### config.mk
export PLATFORM = sky130hd
export DESIGN_NAME = universal_register_flat
export DESIGN_NICKNAME = d
export VERILOG_FILES = /design/src/rtl/universal_register_if.sv /design/src/rtl/universal_register.sv /design/src/flat_wrapper.sv
export SDC_FILE = /design/constraint.sdc
export NUM_CORES = 1
export LEC_CHECK = 0
export BUFFER_PORTS_ARGS = -buffer_cell sky130_fd_sc_hd__buf_2
export CORE_UTILIZATION = 60
export DETAILED_ROUTE_END_ITERATION = 10
export MAX_ROUTING_LAYER = met4
export PLACE_DENSITY = 0.85
export SLEW_MARGIN = 20
export SYNTH_ARGS = -nofsm -noshare
export SYNTH_HDL_FRONTEND = slang
export SYNTH_SLANG_ARGS = --single-unit
### constraint.sdc
create_clock -name clk -period 5.3 [get_ports clk]
set_input_delay 0.53 -clock clk [delete_from_list [all_inputs] [get_ports clk]]
set_output_delay 0.53 -clock clk [all_outputs]
set_load 0.05 [all_outputs]
### src/rtl/universal_register_if.sv
// universal_register_if: command/status bundle for universal_register.
//   master drives : op_valid, op, data_in, shamt, serial_in
//   master samples: op_ready, data_out, carry, zero, busy, done
// WIDTH  - data width in bits
// CNT_W  - shift-amount width
interface universal_register_if #(
    parameter int WIDTH = 8,
    parameter int CNT_W = $clog2(WIDTH) + 1
);
    logic             op_valid;
    logic             op_ready;
    logic [2:0]       op;
    logic [WIDTH-1:0] data_in;
    logic [CNT_W-1:0] shamt;
    logic             serial_in;
    logic [WIDTH-1:0] data_out;
    logic             carry;
    logic             zero;
    logic             busy;
    logic             done;

    modport master (
        output op_valid, op, data_in, shamt, serial_in,
        input  op_ready, data_out, carry, zero, busy, done
    );

    modport slave (
        input  op_valid, op, data_in, shamt, serial_in,
        output op_ready, data_out, carry, zero, busy, done
    );
endinterface

### src/rtl/universal_register.sv
// universal_register: WIDTH-bit register with hold/load/shift/rotate/inc/dec.
// Shifts and rotates advance one bit per clock. The first step happens on the
// accept edge and the remaining steps are performed in RUN.
// Ports:
//   clk   - rising-edge clock
//   reset - synchronous, active-high reset
//   bus   - universal_register_if.slave (command handshake, data and flags)
// Parameters: WIDTH (>=2), CNT_W (shamt width), SAT (1 = saturating INC/DEC)
module universal_register #(
    parameter int WIDTH = 8,
    parameter int CNT_W = $clog2(WIDTH) + 1,
    parameter bit SAT   = 1'b0
) (
    input logic                 clk,
    input logic                 reset,
    universal_register_if.slave bus
);

    localparam logic [2:0] OP_HOLD = 3'b000;
    localparam logic [2:0] OP_LOAD = 3'b001;
    localparam logic [2:0] OP_SHL  = 3'b010;
    localparam logic [2:0] OP_SHR  = 3'b011;
    localparam logic [2:0] OP_ROL  = 3'b100;
    localparam logic [2:0] OP_ROR  = 3'b101;
    localparam logic [2:0] OP_INC  = 3'b110;
    localparam logic [2:0] OP_DEC  = 3'b111;

    localparam logic [WIDTH-1:0] W_ZERO = {WIDTH{1'b0}};
    localparam logic [WIDTH-1:0] W_ONES = {WIDTH{1'b1}};
    localparam logic [WIDTH-1:0] W_ONE  = {{(WIDTH-1){1'b0}}, 1'b1};
    localparam logic [CNT_W-1:0] C_ZERO = {CNT_W{1'b0}};
    localparam logic [CNT_W-1:0] C_ONE  = {{(CNT_W-1){1'b0}}, 1'b1};

    typedef enum logic [0:0] {
        IDLE = 1'b0,
        RUN  = 1'b1
    } state_t;

    state_t           state_r, state_s;
    logic [WIDTH-1:0] data_r, data_s;
    logic             carry_r, carry_s;
    logic [CNT_W-1:0] cnt_r, cnt_s;
    logic [2:0]       op_r, op_s;
    logic             busy_r, busy_s;
    logic             done_r, done_s;
    logic [WIDTH:0]   step_s;
    logic [WIDTH:0]   run_step_s;

    // One 1-bit shift/rotate step; result is {carry, data}.
    function automatic logic [WIDTH:0] step_f(input logic [2:0] sop,
                                              input logic [WIDTH-1:0] d,
                                              input logic sin);
        logic [WIDTH:0] r;
        case (sop)
            OP_SHL:  r = {d[WIDTH-1], d[WIDTH-2:0], sin};
            OP_SHR:  r = {d[0], sin, d[WIDTH-1:1]};
            OP_ROL:  r = {d[WIDTH-1], d[WIDTH-2:0], d[WIDTH-1]};
            OP_ROR:  r = {d[0], d[0], d[WIDTH-1:1]};
            default: r = {1'b0, d};
        endcase
        return r;
    endfunction

    assign step_s     = step_f(bus.op, data_r, bus.serial_in);
    assign run_step_s = step_f(op_r, data_r, bus.serial_in);

    // Next-state, datapath and flag logic.
    always_comb begin
        state_s = state_r;
        data_s  = data_r;
        carry_s = carry_r;
        cnt_s   = cnt_r;
        op_s    = op_r;
        done_s  = 1'b0;
        case (state_r)
            IDLE: begin
                if (bus.op_valid) begin
                    done_s = 1'b1;
                    case (bus.op)
                        OP_HOLD: begin
                            data_s = data_r;
                        end
                        OP_LOAD: begin
                            data_s  = bus.data_in;
                            carry_s = 1'b0;
                        end
                        OP_SHL, OP_SHR, OP_ROL, OP_ROR: begin
                            // shamt==0 is a no-op that still completes
                            if (bus.shamt != C_ZERO) begin
                                {carry_s, data_s} = step_s;
                                if (bus.shamt != C_ONE) begin
                                    state_s = RUN;
                                    cnt_s   = bus.shamt - C_ONE;
                                    op_s    = bus.op;
                                    done_s  = 1'b0;
                                end else begin
                                    cnt_s = C_ZERO;
                                end
                            end else begin
                                data_s = data_r;
                            end
                        end
                        OP_INC: begin
                            if (data_r == W_ONES) begin
                                carry_s = 1'b1;
                                data_s  = SAT ? W_ONES : W_ZERO;
                            end else begin
                                carry_s = 1'b0;
                                data_s  = data_r + W_ONE;
                            end
                        end
                        OP_DEC: begin
                            if (data_r == W_ZERO) begin
                                carry_s = 1'b1;
                                data_s  = SAT ? W_ZERO : W_ONES;
                            end else begin
                                carry_s = 1'b0;
                                data_s  = data_r - W_ONE;
                            end
                        end
                        default: begin
                            data_s = data_r;
                        end
                    endcase
                end else begin
                    data_s = data_r;
                end
            end
            RUN: begin
                {carry_s, data_s} = run_step_s;
                cnt_s = cnt_r - C_ONE;
                // counter at one means this edge performs the final step
                if (cnt_r == C_ONE) begin
                    state_s = IDLE;
                    done_s  = 1'b1;
                end else begin
                    state_s = RUN;
                end
            end
            default: begin
                state_s = IDLE;
            end
        endcase
        busy_s = (state_s == RUN);
    end

    // State and output registers with synchronous reset.
    always_ff @(posedge clk) begin
        if (reset) begin
            state_r <= IDLE;
            data_r  <= W_ZERO;
            carry_r <= 1'b0;
            cnt_r   <= C_ZERO;
            op_r    <= OP_HOLD;
            busy_r  <= 1'b0;
            done_r  <= 1'b0;
        end else begin
            state_r <= state_s;
            data_r  <= data_s;
            carry_r <= carry_s;
            cnt_r   <= cnt_s;
            op_r    <= op_s;
            busy_r  <= busy_s;
            done_r  <= done_s;
        end
    end

    assign bus.op_ready = (state_r == IDLE) && !reset;
    assign bus.data_out = data_r;
    assign bus.carry    = carry_r;
    assign bus.zero     = (data_r == W_ZERO);
    assign bus.busy     = busy_r;
    assign bus.done     = done_r;

endmodule

### src/flat_wrapper.sv
// flat-port wrapper written by rule: the top's interface ports become plain ports
module universal_register_flat 
#(
    parameter int WIDTH = 8,
    parameter int CNT_W = $clog2(WIDTH) + 1,
    parameter bit SAT   = 1'b0
)
  (clk, reset, bus_op_valid, bus_op, bus_data_in, bus_shamt, bus_serial_in, bus_op_ready, bus_data_out, bus_carry, bus_zero, bus_busy, bus_done);
  universal_register_if #(.WIDTH(WIDTH), .CNT_W(CNT_W)) bus_i ();
  input logic clk;
  input logic reset;
  input wire logic [$bits(bus_i.op_valid)-1:0] bus_op_valid;
  input wire logic [$bits(bus_i.op)-1:0] bus_op;
  input wire logic [$bits(bus_i.data_in)-1:0] bus_data_in;
  input wire logic [$bits(bus_i.shamt)-1:0] bus_shamt;
  input wire logic [$bits(bus_i.serial_in)-1:0] bus_serial_in;
  output wire logic [$bits(bus_i.op_ready)-1:0] bus_op_ready;
  output wire logic [$bits(bus_i.data_out)-1:0] bus_data_out;
  output wire logic [$bits(bus_i.carry)-1:0] bus_carry;
  output wire logic [$bits(bus_i.zero)-1:0] bus_zero;
  output wire logic [$bits(bus_i.busy)-1:0] bus_busy;
  output wire logic [$bits(bus_i.done)-1:0] bus_done;
  assign bus_i.op_valid = bus_op_valid;
  assign bus_i.op = bus_op;
  assign bus_i.data_in = bus_data_in;
  assign bus_i.shamt = bus_shamt;
  assign bus_i.serial_in = bus_serial_in;
  assign bus_op_ready = bus_i.op_ready;
  assign bus_data_out = bus_i.data_out;
  assign bus_carry = bus_i.carry;
  assign bus_zero = bus_i.zero;
  assign bus_busy = bus_i.busy;
  assign bus_done = bus_i.done;
  universal_register #(.WIDTH(WIDTH), .CNT_W(CNT_W), .SAT(SAT)) u_core (.clk(clk), .reset(reset), .bus(bus_i));
endmodule
# After elaboration in Yosys (flattened, before gate mapping)
# Cells that the tools add are included.
# totals
register_bits	18
input_bits	19
output_inout_bits	13
elab_cells	74
# classes
add_sub_neg	4
eq_ne	22
muxes	31
bitwise_logic	1
n_reduce_logical	10
# op_table
op	count
$pmux W9 S4	2
$mux W8	4
$pmux W8 S4	1
$eq A3 B3 Y1 const B	6
$mux W4	4
$pmux W8 S2	1
$mux W1	14
$eq A3 B2 Y1 const B	4
$ne A5 B5 Y1 const B	2
$reduce_and A5 Y1	2
$add A8 B1 Y8 const B	1
$eq A8 B8 Y1 const B	1
$logic_not A8 Y1	1
$pmux W4 S2	1
$sub A4 B1 Y4 const B	2
$sub A8 B1 Y8 const B	1
$ne A2 B2 Y1 const B	3
$ne A6 B6 Y1 const B	1
$pmux W1 S2	3
$reduce_and A3 Y1	2
$eq A4 B1 Y1 const B	1
$ne A4 B1 Y1 const B	1
$pmux W1 S4	1
$reduce_bool A4 Y1	1
other kinds (8)	8

# Longest topological paths before layout
# depth
depth_word	6
ltp_mapped	8

# Least setup slack after synthesis
# OpenSTA, ideal clock, no wires.
# synth_timing
kind	flip-flop to output port
startpoint	register u_core.data_r[1], in the netlist u_core.bus.data_out[1]
endpoint	output bus_zero
arrival_ps	1823
required_ps	4770
slack_ps	2947
path_stages_with_launch	7
path_cell_list	dfxtp_1 clkbuf_1 inv_1 ha_1 nor3b_1 nand2_1 inv_1
# synth_via
elab_chain_len	1
# synth_rtl
item	line	text
start: declaration	universal_register.sv:40	logic [WIDTH-1:0] data_r, data_s;
start signal: assignment	universal_register.sv:159	data_r <= data_s;
$logic_not A8 Y1	universal_register.sv:171	assign bus.zero = (data_r == W_ZERO);
end: declaration	flat_wrapper.sv:20	output wire logic [$bits(bus_i.zero)-1:0] bus_zero;
# No other way between the ends.

# Worst setup path in the final report
# layout_timing
startpoint	register u_core.data_r[0], in the netlist u_core.bus.data_out[0]
endpoint	output bus_zero
# The elaborated chain is that of the path after synthesis.

==> impl_metrics.tcl <==
set metrics [dict create \
    die_h_um 59.2 \
    yosys-top-cells-count "nor2_1, a21oi_1, dfxtp_1" \
    setup_viol 0 \
    worstMarginPinSlew_ns 0.665 \
    fin_tns_setup_ns 0 \
    grt_pass1_wl_um 7870 \
    netlist.area_leader.share 0.183 \
    cap_violations 0 \
    nFillCells 257 \
    start_kind "register" \
    fin_crit_ns 2.70 \
    fin_cells 311 \
    synthFlopType "dfxtp_1" \
    cts-resized-gates 0 \
    layout.area.seq_um2 360 \
    numCtsBuffers 3 \
    path_cells "inv_1 -> ha_1 -> nor3b_1 -> nand2_1 -> inv_1 -> buf_2" \
    multi_input_area_mm2 0.00144 \
    worstPathMaxFanout 17 \
    cts_tree "built" \
    antenna_left 0 \
    netlist_area_mm2 0.00197 \
    syn_to_final_growth_pct 7.00 \
    antenna_found_initial 0 \
    relSlewSlack 0.556 \
    cts-root-buf "clkbuf_4" \
    peakVddDrop_v 0.000191 \
    drc_errors 0 \
    met1_usage 0.470 \
    rsz0062_at_grt "no" \
    rows 20 \
    cts.htree.levels 1 \
    drive_gt1_frac 0.191 \
    grt_util_met2 0.417 \
    place_inst 307 \
    yosysMostFrequentCell "nor2_1" \
    critical_path_buf_inv_count 3 \
    ys_seq_elements 18 \
    status "completed" \
    crit_type "register to output port" \
    power_w 0.000486 \
    dp_hpwl_um 3460 \
    firstDrtPassIters 5 \
    ys_async_sr_fraction 0 \
    clkTransAtPathRegs_ns 0.11 \
    ys_seq_area_frac 0.183 \
    slew_violations 0 \
    cp_slowest_stage_delay_ns 0.69 \
    cts_post_setup_buffers_inserted 0 \
    synth_top_area_cell "dfxtp_1" \
    drt-wirelength-per-cell_um 15.9 \
    yosysUniqueCellTypes 66 \
    setup_ws_ns 2.60 \
    synth_edf_count 0 \
    boundaryPins 32 \
    clkSinkCount 18 \
    clock_latency_ns 0.30 \
    fin_util 0.683 \
    cp.required_ns 4.77 \
    vias_per_cell 6.19 \
    coreArea_mm2 0.00308 \
    overflow 0 \
    routed-via-count 1925 \
    ys_warn_count 0 \
    fp.dieW_um 59.2 \
    hold_path.class "register to register" \
    nets 295 \
    use_met3 0.0218 \
    slowest_stage "dfxtp_1" \
    netlist_instances 251 \
    antenna_cells 0 \
    hold_viol 0 \
    drtIter0Drc 172 \
    die_area_mm2 0.00351 \
    grt_pass1_vias 1593 \
    crit_top_cell "inv_1" \
    cts_buffer_depth 2 \
    cellPowerDensity_mw_per_mm2 231 \
    place_ws_ns 3.01 \
    ctsHoldBuffers 0 \
    grtUsageTotal 0.307 \
    fin_skew_ns 0.00286 \
    worstPathArrival_ns 2.17 \
    syn_area_per_cell_um2 7.83 \
    critPathCaptureType "output port" \
    path_delay_family "flip-flops" \
    p_leak_nw 0.855 \
    grt_busiest_layer "met1" \
    yosys-top-cells-area "dfxtp_1, mux2i_1, a21oi_1" \
    grt_max_degree 22 \
    period_share 0.509 \
    gp_congestion 0.907 \
    initial_core_util 0.639 \
    routed_wl_um 4940 \
    fmax_mhz 371 \
    port_buffers 31 \
    syn_nets 278 \
]
==> registers in the layout, indices dropped and copies added, names as in the netlist <==
register and flops:
u_core.bus.data_out 8, u_core.cnt_r 4, u_core.op_r 3, u_core.bus.busy 1, u_core.bus.carry 1, u_core.bus.done 1
==> cell type report <==
type / count / share of cell area
inverter: 15 / 0.0268
timing repair buffer: 31 / 0.0738
multi-input combinational: 199 / 0.685
sequential: 18 / 0.171
tap: 44 / 0.0262
clock buffer: 4 / 0.0173
==> routing by layer <==
metal  wire length [µm]  up-vias
li1                   -      943
met1               2310      877
met2               2100       98
met3                459        7
met4                 62        0
met5                  0        -
==> logic make-up (layout without fill, tap and decap cells) <==
kind of cell             Yosys count  in the layout  synth area share
buffers and inverters             34             50            0.0840
flip-flops                        18             18             0.183
AND/OR/NAND/NOR                   90             90             0.277
adder cells (fa/ha/maj)            8              8            0.0509
AO/OA/AOI/OAI                     74             74             0.267
XOR/XNOR                          11             11            0.0567
multiplexers                      16             16            0.0815
==> where the power goes <==
group / leakage, nW / switching, W / internal, W
logic: 0.687 / 0.000136 / 0.0000812
clock network: 0.0210 / 0.0000457 / 0.0000419
registers: 0.148 / 0.0000335 / 0.000148
==> through the flow <==
| step | hold slack (ns) | instance area [µm²] |
|---|---|---|
| after floorplan | 0.458 | 1970 |
| after global placement | 0.477 | 2070 |
| after detailed placement | 0.484 | 2070 |
| after CTS | 0.498 | 2100 |
| after global routing | 0.526 | 2100 |
| final | 0.492 | 2100 |
==> cell usage in the layout (no fill, tap or decap), types with 4 or more instances in the layout <==
cell,n
nor2_1,22
mux2i_1,16
inv_1,15
nand3_1,5
buf_2,31
nor2b_1,6
o21ai_0,11
nor3_1,9
and2_1,4
nand2_1,14
a21oi_1,21
dfxtp_1,18
ha_1,8
nand2b_1,4
xnor2_1,7
==> tightest hold or removal path: cells and delay by family, from the launching register on <==
kind            cells  cell delay [ns]
flops               1             0.33
compound gates      2             0.13
==> final timing paths <==
check	startpoint	to	slack, ns	cells past startpoint
setup / recovery	u_core.bus.data_out[0]$_SDFFE_PP0P_	bus_zero	2.60	6
hold / removal	u_core.cnt_r[3]$_SDFFE_PP0P_	u_core.cnt_r[3]$_SDFFE_PP0P_	0.49	2
setup reg to reg	u_core.bus.data_out[0]$_SDFFE_PP0P_	u_core.bus.data_out[6]$_SDFFE_PP0P_	3.02	7
hold reg to reg	u_core.cnt_r[3]$_SDFFE_PP0P_	u_core.cnt_r[3]$_SDFFE_PP0P_	0.49	2
No activity file was read; power rests on OpenSTA's default activity.
